`src/rtl/memory_stage.sv`:
```
// memory_stage: pipeline stage after execute. Passes ALU results straight
// through to write-back and runs LW/SW against a req/ack data memory,
// stalling upstream while an access is outstanding.
// Optional feature: define MS_TIMEOUT_EN to abandon an access that gets no
// ack within TIMEOUT_CYCLES request cycles and flag it on ms_o_mem_err.
module memory_stage #(
  parameter int DWIDTH         = 32,
  parameter int OPCODE_WIDTH   = 6,
  parameter int REG_WIDTH      = 5,
  parameter int TIMEOUT_CYCLES = 16
) (
  input  logic                    ms_i_clk,
  input  logic                    ms_i_rst_n,
  input  logic                    ms_i_ce,
  input  logic [OPCODE_WIDTH-1:0] ms_i_opcode,
  input  logic [DWIDTH-1:0]       ms_i_alu_value,
  input  logic [DWIDTH-1:0]       ms_i_data_rt,
  input  logic [REG_WIDTH-1:0]    ms_i_rd_addr,
  input  logic                    ms_i_reg_write,
  input  logic                    ms_i_mem_ack,
  input  logic [DWIDTH-1:0]       ms_i_mem_rdata,
  output logic                    ms_o_mem_req,
  output logic                    ms_o_mem_we,
  output logic [DWIDTH-1:0]       ms_o_mem_addr,
  output logic [DWIDTH-1:0]       ms_o_mem_wdata,
  output logic                    ms_o_stall,
  output logic                    ms_o_ce,
  output logic [DWIDTH-1:0]       ms_o_wb_data,
  output logic [REG_WIDTH-1:0]    ms_o_rd_addr,
  output logic                    ms_o_reg_write,
  output logic                    ms_o_mem_err
);

  localparam logic [OPCODE_WIDTH-1:0] OP_LW = OPCODE_WIDTH'(6'h23);
  localparam logic [OPCODE_WIDTH-1:0] OP_SW = OPCODE_WIDTH'(6'h2B);

  typedef enum logic {IDLE, BUSY} state_t;

  state_t                 state;
  logic [REG_WIDTH-1:0]   lat_rd;
  logic                   lat_rw;
  logic                   is_mem_op;

  assign is_mem_op  = (ms_i_opcode == OP_LW) || (ms_i_opcode == OP_SW);
  assign ms_o_stall = (state == BUSY);

`ifdef MS_TIMEOUT_EN
  localparam int CNT_W = $clog2(TIMEOUT_CYCLES + 1);
  localparam logic [CNT_W-1:0] CNT_LAST = CNT_W'(TIMEOUT_CYCLES - 1);

  logic [CNT_W-1:0] req_cnt;
  logic             err_q;

  assign ms_o_mem_err = err_q;
`else
  assign ms_o_mem_err = 1'b0;
`endif

  // Stage FSM: accept from execute in IDLE, hold the memory handshake in BUSY.
  // NOTE: every register here uses non-blocking assignment so all of them
  // update from the same pre-edge values; blocking would create ordering races.
  always_ff @(posedge ms_i_clk or negedge ms_i_rst_n) begin
    if (!ms_i_rst_n) begin
      state          <= IDLE;
      lat_rd         <= '0;
      lat_rw         <= 1'b0;
      ms_o_mem_req   <= 1'b0;
      ms_o_mem_we    <= 1'b0;
      ms_o_mem_addr  <= '0;
      ms_o_mem_wdata <= '0;
      ms_o_ce        <= 1'b0;
      ms_o_wb_data   <= '0;
      ms_o_rd_addr   <= '0;
      ms_o_reg_write <= 1'b0;
`ifdef MS_TIMEOUT_EN
      req_cnt        <= '0;
      err_q          <= 1'b0;
`endif
    end else begin
      // Default: result-valid and error are single-cycle pulses.
      ms_o_ce <= 1'b0;
`ifdef MS_TIMEOUT_EN
      err_q   <= 1'b0;
`endif
      unique case (state)
        IDLE: begin
          if (ms_i_ce) begin
            if (is_mem_op) begin
              state          <= BUSY;
              ms_o_mem_req   <= 1'b1;
              ms_o_mem_we    <= (ms_i_opcode == OP_SW);
              ms_o_mem_addr  <= {ms_i_alu_value[DWIDTH-1:2], 2'b00};
              ms_o_mem_wdata <= ms_i_data_rt;
              lat_rd         <= ms_i_rd_addr;
              lat_rw         <= ms_i_reg_write;
`ifdef MS_TIMEOUT_EN
              req_cnt        <= '0;
`endif
            end else begin
              ms_o_ce        <= 1'b1;
              ms_o_wb_data   <= ms_i_alu_value;
              ms_o_rd_addr   <= ms_i_rd_addr;
              ms_o_reg_write <= ms_i_reg_write;
            end
          end
        end
        BUSY: begin
          if (ms_i_mem_ack) begin
            // Ack takes priority over a timeout expiring on the same edge.
            state          <= IDLE;
            ms_o_mem_req   <= 1'b0;
            ms_o_ce        <= 1'b1;
            ms_o_rd_addr   <= lat_rd;
            ms_o_wb_data   <= ms_o_mem_we ? '0 : ms_i_mem_rdata;
            ms_o_reg_write <= ms_o_mem_we ? 1'b0 : lat_rw;
          end
`ifdef MS_TIMEOUT_EN
          else if (req_cnt == CNT_LAST) begin
            // Abandon the access; retire it as a non-writing error result.
            state          <= IDLE;
            ms_o_mem_req   <= 1'b0;
            ms_o_ce        <= 1'b1;
            ms_o_rd_addr   <= lat_rd;
            ms_o_wb_data   <= '0;
            ms_o_reg_write <= 1'b0;
            err_q          <= 1'b1;
          end else begin
            req_cnt <= req_cnt + 1'b1;
          end
`endif
        end
        default: state <= IDLE;
      endcase
    end
  end

endmodule

```
`config.mk`:
```
export PLATFORM = sky130hd
export DESIGN_NAME = memory_stage
export DESIGN_NICKNAME = d
export VERILOG_FILES = /design/src/rtl/memory_stage.sv
export SDC_FILE = /design/constraint.sdc
export NUM_CORES = 1
export LEC_CHECK = 0
export BUFFER_PORTS_ARGS = -buffer_cell sky130_fd_sc_hd__buf_2
export CAP_MARGIN = 30
export CORE_MARGIN = 2
export CORE_UTILIZATION = 42
export CTS_BUF_LIST = sky130_fd_sc_hd__clkbuf_16
export DETAILED_ROUTE_END_ITERATION = 12
export PLACE_DENSITY_LB_ADDON = 0.08
export SETUP_SLACK_MARGIN = 0.3
export SYNTH_ARGS = -nofsm -noshare
export SYNTH_HDL_FRONTEND = slang
export SYNTH_SLANG_ARGS = --single-unit
```
`constraint.sdc`:
```
create_clock -name ms_i_clk -period 1.4 [get_ports ms_i_clk]
set_input_delay 0.07 -clock ms_i_clk [delete_from_list [all_inputs] [get_ports ms_i_clk]]
set_output_delay 0.07 -clock ms_i_clk [all_outputs]
set_load 0.02 [all_outputs]
```
* Yosys cells after proc, flatten, opt, wreduce, memory -nomap -nowiden
Index checks and enable logic that the tools add are counted.
Cells by class: equality and inequality tests 6, multiplexer cells 26, bitwise operators 1, reductions and logical operators 4
Operators by type and width (number):
- $mux W32 | 4
- $pmux W32 S2 | 1
- $mux W5 | 3
- $mux W1 | 13
- $eq A6 B6 Y1 const B | 2
- $pmux W5 S2 | 1
- $reduce_and A3 Y1 | 3
- $ne A2 B2 Y1 const B | 4
- $pmux W1 S2 | 4
- $logic_or A1 B1 Y1 | 1
- $not A1 Y1 | 1
Storage, ports and cells: flip-flop bits (word level) 110, input port bits 112, output and inout bits 107, word-level logic and storage cells 48

* Longest topological paths before layout
depth after elaboration 5, mapped depth 6, depth with buffers taken out 3

* Worst setup path after synthesis
OpenSTA, ideal clock, no wires.
path kind flip-flop to flip-flop, start point register state (netlist: ms_o_stall), end point register ms_o_rd_addr[0], setup time 128 ps, data arrival time 1489 ps, data required time 1272 ps, setup slack -216 ps, cell stages (with the launch flop) 6, buffers on the path 2, period minus slack after synthesis 1616 ps, path through dfrtp_1 buf_4 nand2_1 a41oi_2 buf_4 mux2_1
On the way: longest elaborated chain between the ends 3, elaborated cells on any way between the ends 6, classes of those cells eq/ne (3); mux (1); bitwise (1); reduce/logical (1)
RTL lines:
- start: declaration | RTL line 39 | state_t state;
- start signal: assignment | RTL line 64 | state <= IDLE;
- start signal: assignment | RTL line 89 | state <= BUSY;
- start signal: assignment | RTL line 110 | state <= IDLE;
- $not A1 Y1 (no line)
- $ne A2 B2 Y1 (no line)
- $reduce_and A3 Y1 (no line)
- end signal: assignment | RTL line 102 | ms_o_rd_addr <= ms_i_rd_addr;
- end signal: assignment | RTL line 113 | ms_o_rd_addr <= lat_rd;
- end: declaration | RTL line 29 | output logic [REG_WIDTH-1:0] ms_o_rd_addr,
Several ways; a longest one is shown, not always the timed one. A chain may end at the register's enable or synchronous reset.

* Final worst setup path
start point register state (netlist: ms_o_stall), end point register ms_o_mem_addr[25]
On the way: longest elaborated chain between the ends 2
RTL lines:
- $not A1 Y1 (no line)
- $reduce_and A3 Y1 (no line)
- end signal: assignment | RTL line 92 | ms_o_mem_addr <= {ms_i_alu_value[DWIDTH-1:2], 2'b00};
- end: declaration | RTL line 24 | output logic [DWIDTH-1:0] ms_o_mem_addr,
No other way between the ends.

==> impl_metrics.env <==
export IMPL_rr_startpoint="ms_o_stall$_DFF_PN0_"
export IMPL_area_growth_pct=57.9
export IMPL_rr_worst_depth=5
export IMPL_ys_seq_area_share_pct=60.4
export IMPL_p_leak_nw=3.94
export IMPL_synth_most_common_cell="dfrtp_1"
export IMPL_crit_type="reg -> reg"
export IMPL_fin_total_pwr_mw=9.12
export IMPL_violations="setup timing"
export IMPL_gp_congestion=0.720
export IMPL_outcome="finished with violations"
export IMPL_report_final_slew_viol_count=0
export IMPL_wirelength_mm=12.0
export IMPL_rsz0062_at_grt="yes"
export IMPL_ys_ff_latch=110
export IMPL_clk_path_buf_depth=2
export IMPL_cts_root_buffer="clkbuf_16"
export IMPL_final_cells=767
export IMPL_avgSynthCellArea_um2=14.1
export IMPL_drv_cap=0
export IMPL_reg2reg_to="ms_o_mem_addr[25]$_DFFE_PN0P_"
export IMPL_reg2reg_slack_ns=-0.07
export IMPL_num_vias=3627
export IMPL_cp_arrival_ns=1.69
export IMPL_ys_async_sr_fraction_pct=100
export IMPL_power_density_nw_per_um2=1270
export IMPL_synth_area_leader_cell="dfrtp_1"
export IMPL_path_max_fanout=11
export IMPL_synthFlopType="dfrtp_1"
export IMPL_synthCells=323
export IMPL_yosys_area_share_adder_pct=0
export IMPL_min_path_type="in -> reg"
export IMPL_ir_worst_vdd_mv=0.652
export IMPL_portBuffers=215
export IMPL_endpoint_kind="flop"
export IMPL_drive_gt1_share_pct=47.5
export IMPL_holdPathStages=3
export IMPL_finClkSkew_ns=0.00534
export IMPL_numCtsBuffers=9
export IMPL_ys_types=19
export IMPL_initial_utilization_pct=42.6
export IMPL_hold_viol=0
export IMPL_crit_path_start_kind="flop"
export IMPL_n_fill_cell=804
export IMPL_rows=38
export IMPL_placed_area_um2=6110
export IMPL_diodes=0
export IMPL_grt_pass1_vias=3971
export IMPL_fmax_ghz=0.679
export IMPL_final_area_um2=7200
export IMPL_fp_dieH_um=108
export IMPL_yosys_warnings=0
export IMPL_whs_ns=0.0219
export IMPL_setup_violations=94
export IMPL_holdCritStartpoint="ms_i_mem_rdata[3]"
export IMPL_min_to="ms_o_wb_data[3]$_DFFE_PN0P_"
export IMPL_cts_sinks=110
export IMPL_syn_area_um2=4560
export IMPL_setup_slack_ns=-0.0718
export IMPL_grt_max_degree=34
export IMPL_hpwl_mm=8.22
export IMPL_grt_overflow=0
export IMPL_drtIter0Drc=160
export IMPL_timing_setup_tns_ns=-3.52
export IMPL_muxShareOfSynthArea_pct=27.0
export IMPL_post_route_min_period_ns=1.47
export IMPL_grt_use_total_pct=21.1
export IMPL_cts_tree="built"
export IMPL_synth_edf_count=0
export IMPL_layout_nets=734
export IMPL_cp_required_ns=1.62
export IMPL_antenna_left=0
export IMPL_cts_clk_slew_worst_paths_ns=0.07
export IMPL_pre_cts_ws_ns=-0.0913
export IMPL_final_core_util_pct=67.3
export IMPL_period_share_pct=105
export IMPL_antenna_found_initial=0
export IMPL_yosys_area_share_simple_pct=0.933
export IMPL_firstDrtPassIters=4
export IMPL_die_width_um=108
export IMPL_htree_levels=3
export IMPL_synth_top_family_by_area="multiplexers"
export IMPL_io_pins=219
export IMPL_core_area_um2=10700
export IMPL_wl_per_cell_um=15.7
export IMPL_fp_dieArea_um2=11700
export IMPL_clock_latency_ns=0.34
export IMPL_ys_top_cells_by_area="dfrtp_1 (60%), mux2_1 (18%), mux2i_1 (7.2%)"
export IMPL_synth_compound_gate_area_share_pct=5.93
export IMPL_dp_cells=678
export IMPL_drc=0
export IMPL_grt_pass1_wl_mm=19.3
export IMPL_synth_common_cells="dfrtp_1 (110), mux2_1 (74), inv_1 (33), mux2i_1 (33), a22oi_1 (32)"
export IMPL_synth_xor_area_share_pct=0
export IMPL_viasPerCell=4.73
export IMPL_synth_top_cell_area_share_pct=60.4
where the power goes:
part | switching [mW] | total (mW) | internal [mW]
registers | 0.293 | 4.02 | 3.73
logic | 1.33 | 2.48 | 1.16
clock network | 1.07 | 2.61 | 1.54
total | 2.69 | 9.12 | 6.43
worst max-delay path, cell delays in order (launching register included):
cell and delay (ns):
dfrtp_2 0.43, nor2b_1 0.12, nand4_1 0.12, buf_4 0.19, clkbuf_16 0.18, mux2_4 0.31
registers in the layout (all words and copies together), names as in the netlist:
| signal | count |
|---|---|
| ms_o_mem_req | 1 |
| ms_o_mem_we | 1 |
| ms_o_mem_addr | 30 |
| ms_o_reg_write | 1 |
| ms_o_wb_data | 32 |
| ms_o_rd_addr | 5 |
| ms_o_mem_wdata | 32 |
| ms_o_stall | 1 |
| lat_rd | 5 |
| lat_rw | 1 |
| ms_o_ce | 1 |
worst max-delay path by stage:
stage	from	to	slack, ns	depth (start not counted)
3_3_place_gp	ms_o_stall$_DFF_PN0_	ms_o_mem_wdata[2]$_DFFE_PN0P_	-0.06	5
5_1_grt	ms_o_stall$_DFF_PN0_	ms_o_mem_wdata[13]$_DFFE_PN0P_	-0.15	5
6_report	ms_o_stall$_DFF_PN0_	ms_o_mem_addr[25]$_DFFE_PN0P_	-0.07	5
4_1_cts	ms_o_stall$_DFF_PN0_	ms_o_mem_wdata[13]$_DFFE_PN0P_	-0.06	5
2_1_floorplan	ms_o_stall$_DFF_PN0_	ms_o_rd_addr[0]$_DFFE_PN0P_	-0.14	5
3_5_place_dp	ms_o_stall$_DFF_PN0_	ms_o_mem_wdata[13]$_DFFE_PN0P_	-0.09	5
kinds of logic after synthesis:
kind of cell           count (synthesis)
multiplexers                         113
AO/OA/AOI/OAI                         35
buffers and inverters                 56
flip-flops                           110
other                                  1
AND/OR/NAND/NOR                        8
cell type report:
class                   count  area (µm²)  share of cell area (%)
well taps                 140         175                    2.43
inverters                  34         131                    1.82
flip-flops and latches    110        2750                    38.2
clock buffers               9         225                    3.13
clock inverters             7        82.6                    1.15
multi-input cells         159        1720                    23.8
repair buffers            308        2120                    29.4
cell usage in the layout, fill, tap and decap left out, drive strengths merged:
master,count
clkinv,1
and3b,1
nand2,4
o21ai,1
a22oi,32
bufinv,2
mux2i,33
o2bb2ai,1
buf,236
dfrtp,110
nor2b,2
a41oi,1
nand4,1
conb,3
dlygate4sd3,71
inv,36
clkbuf,10
clkinvlp,2
mux2,80
layer usage:
metal,GRT usage (%),vias to the layer above,wire [µm]
met5,0,-,0
met4,7.51,0,206
met3,5.06,14,790
met2,37.0,133,6000
met1,25.5,1759,5050
li1,-,1721,-
repair_timing:
| item | in CTS | in global routing |
|---|---|---|
| endpoints found under the hold margin | 180 | 0 |
| setup endpoints to repair | 110 | 110 |
| pin swaps | 0 | 0 |
| gates resized for setup | 2 | 7 |
| buffers inserted | 0 | 1 |
| cloned | 0 | 1 |
| hold buffers | 71 | 0 |
(Power assumes the default switching activity.)
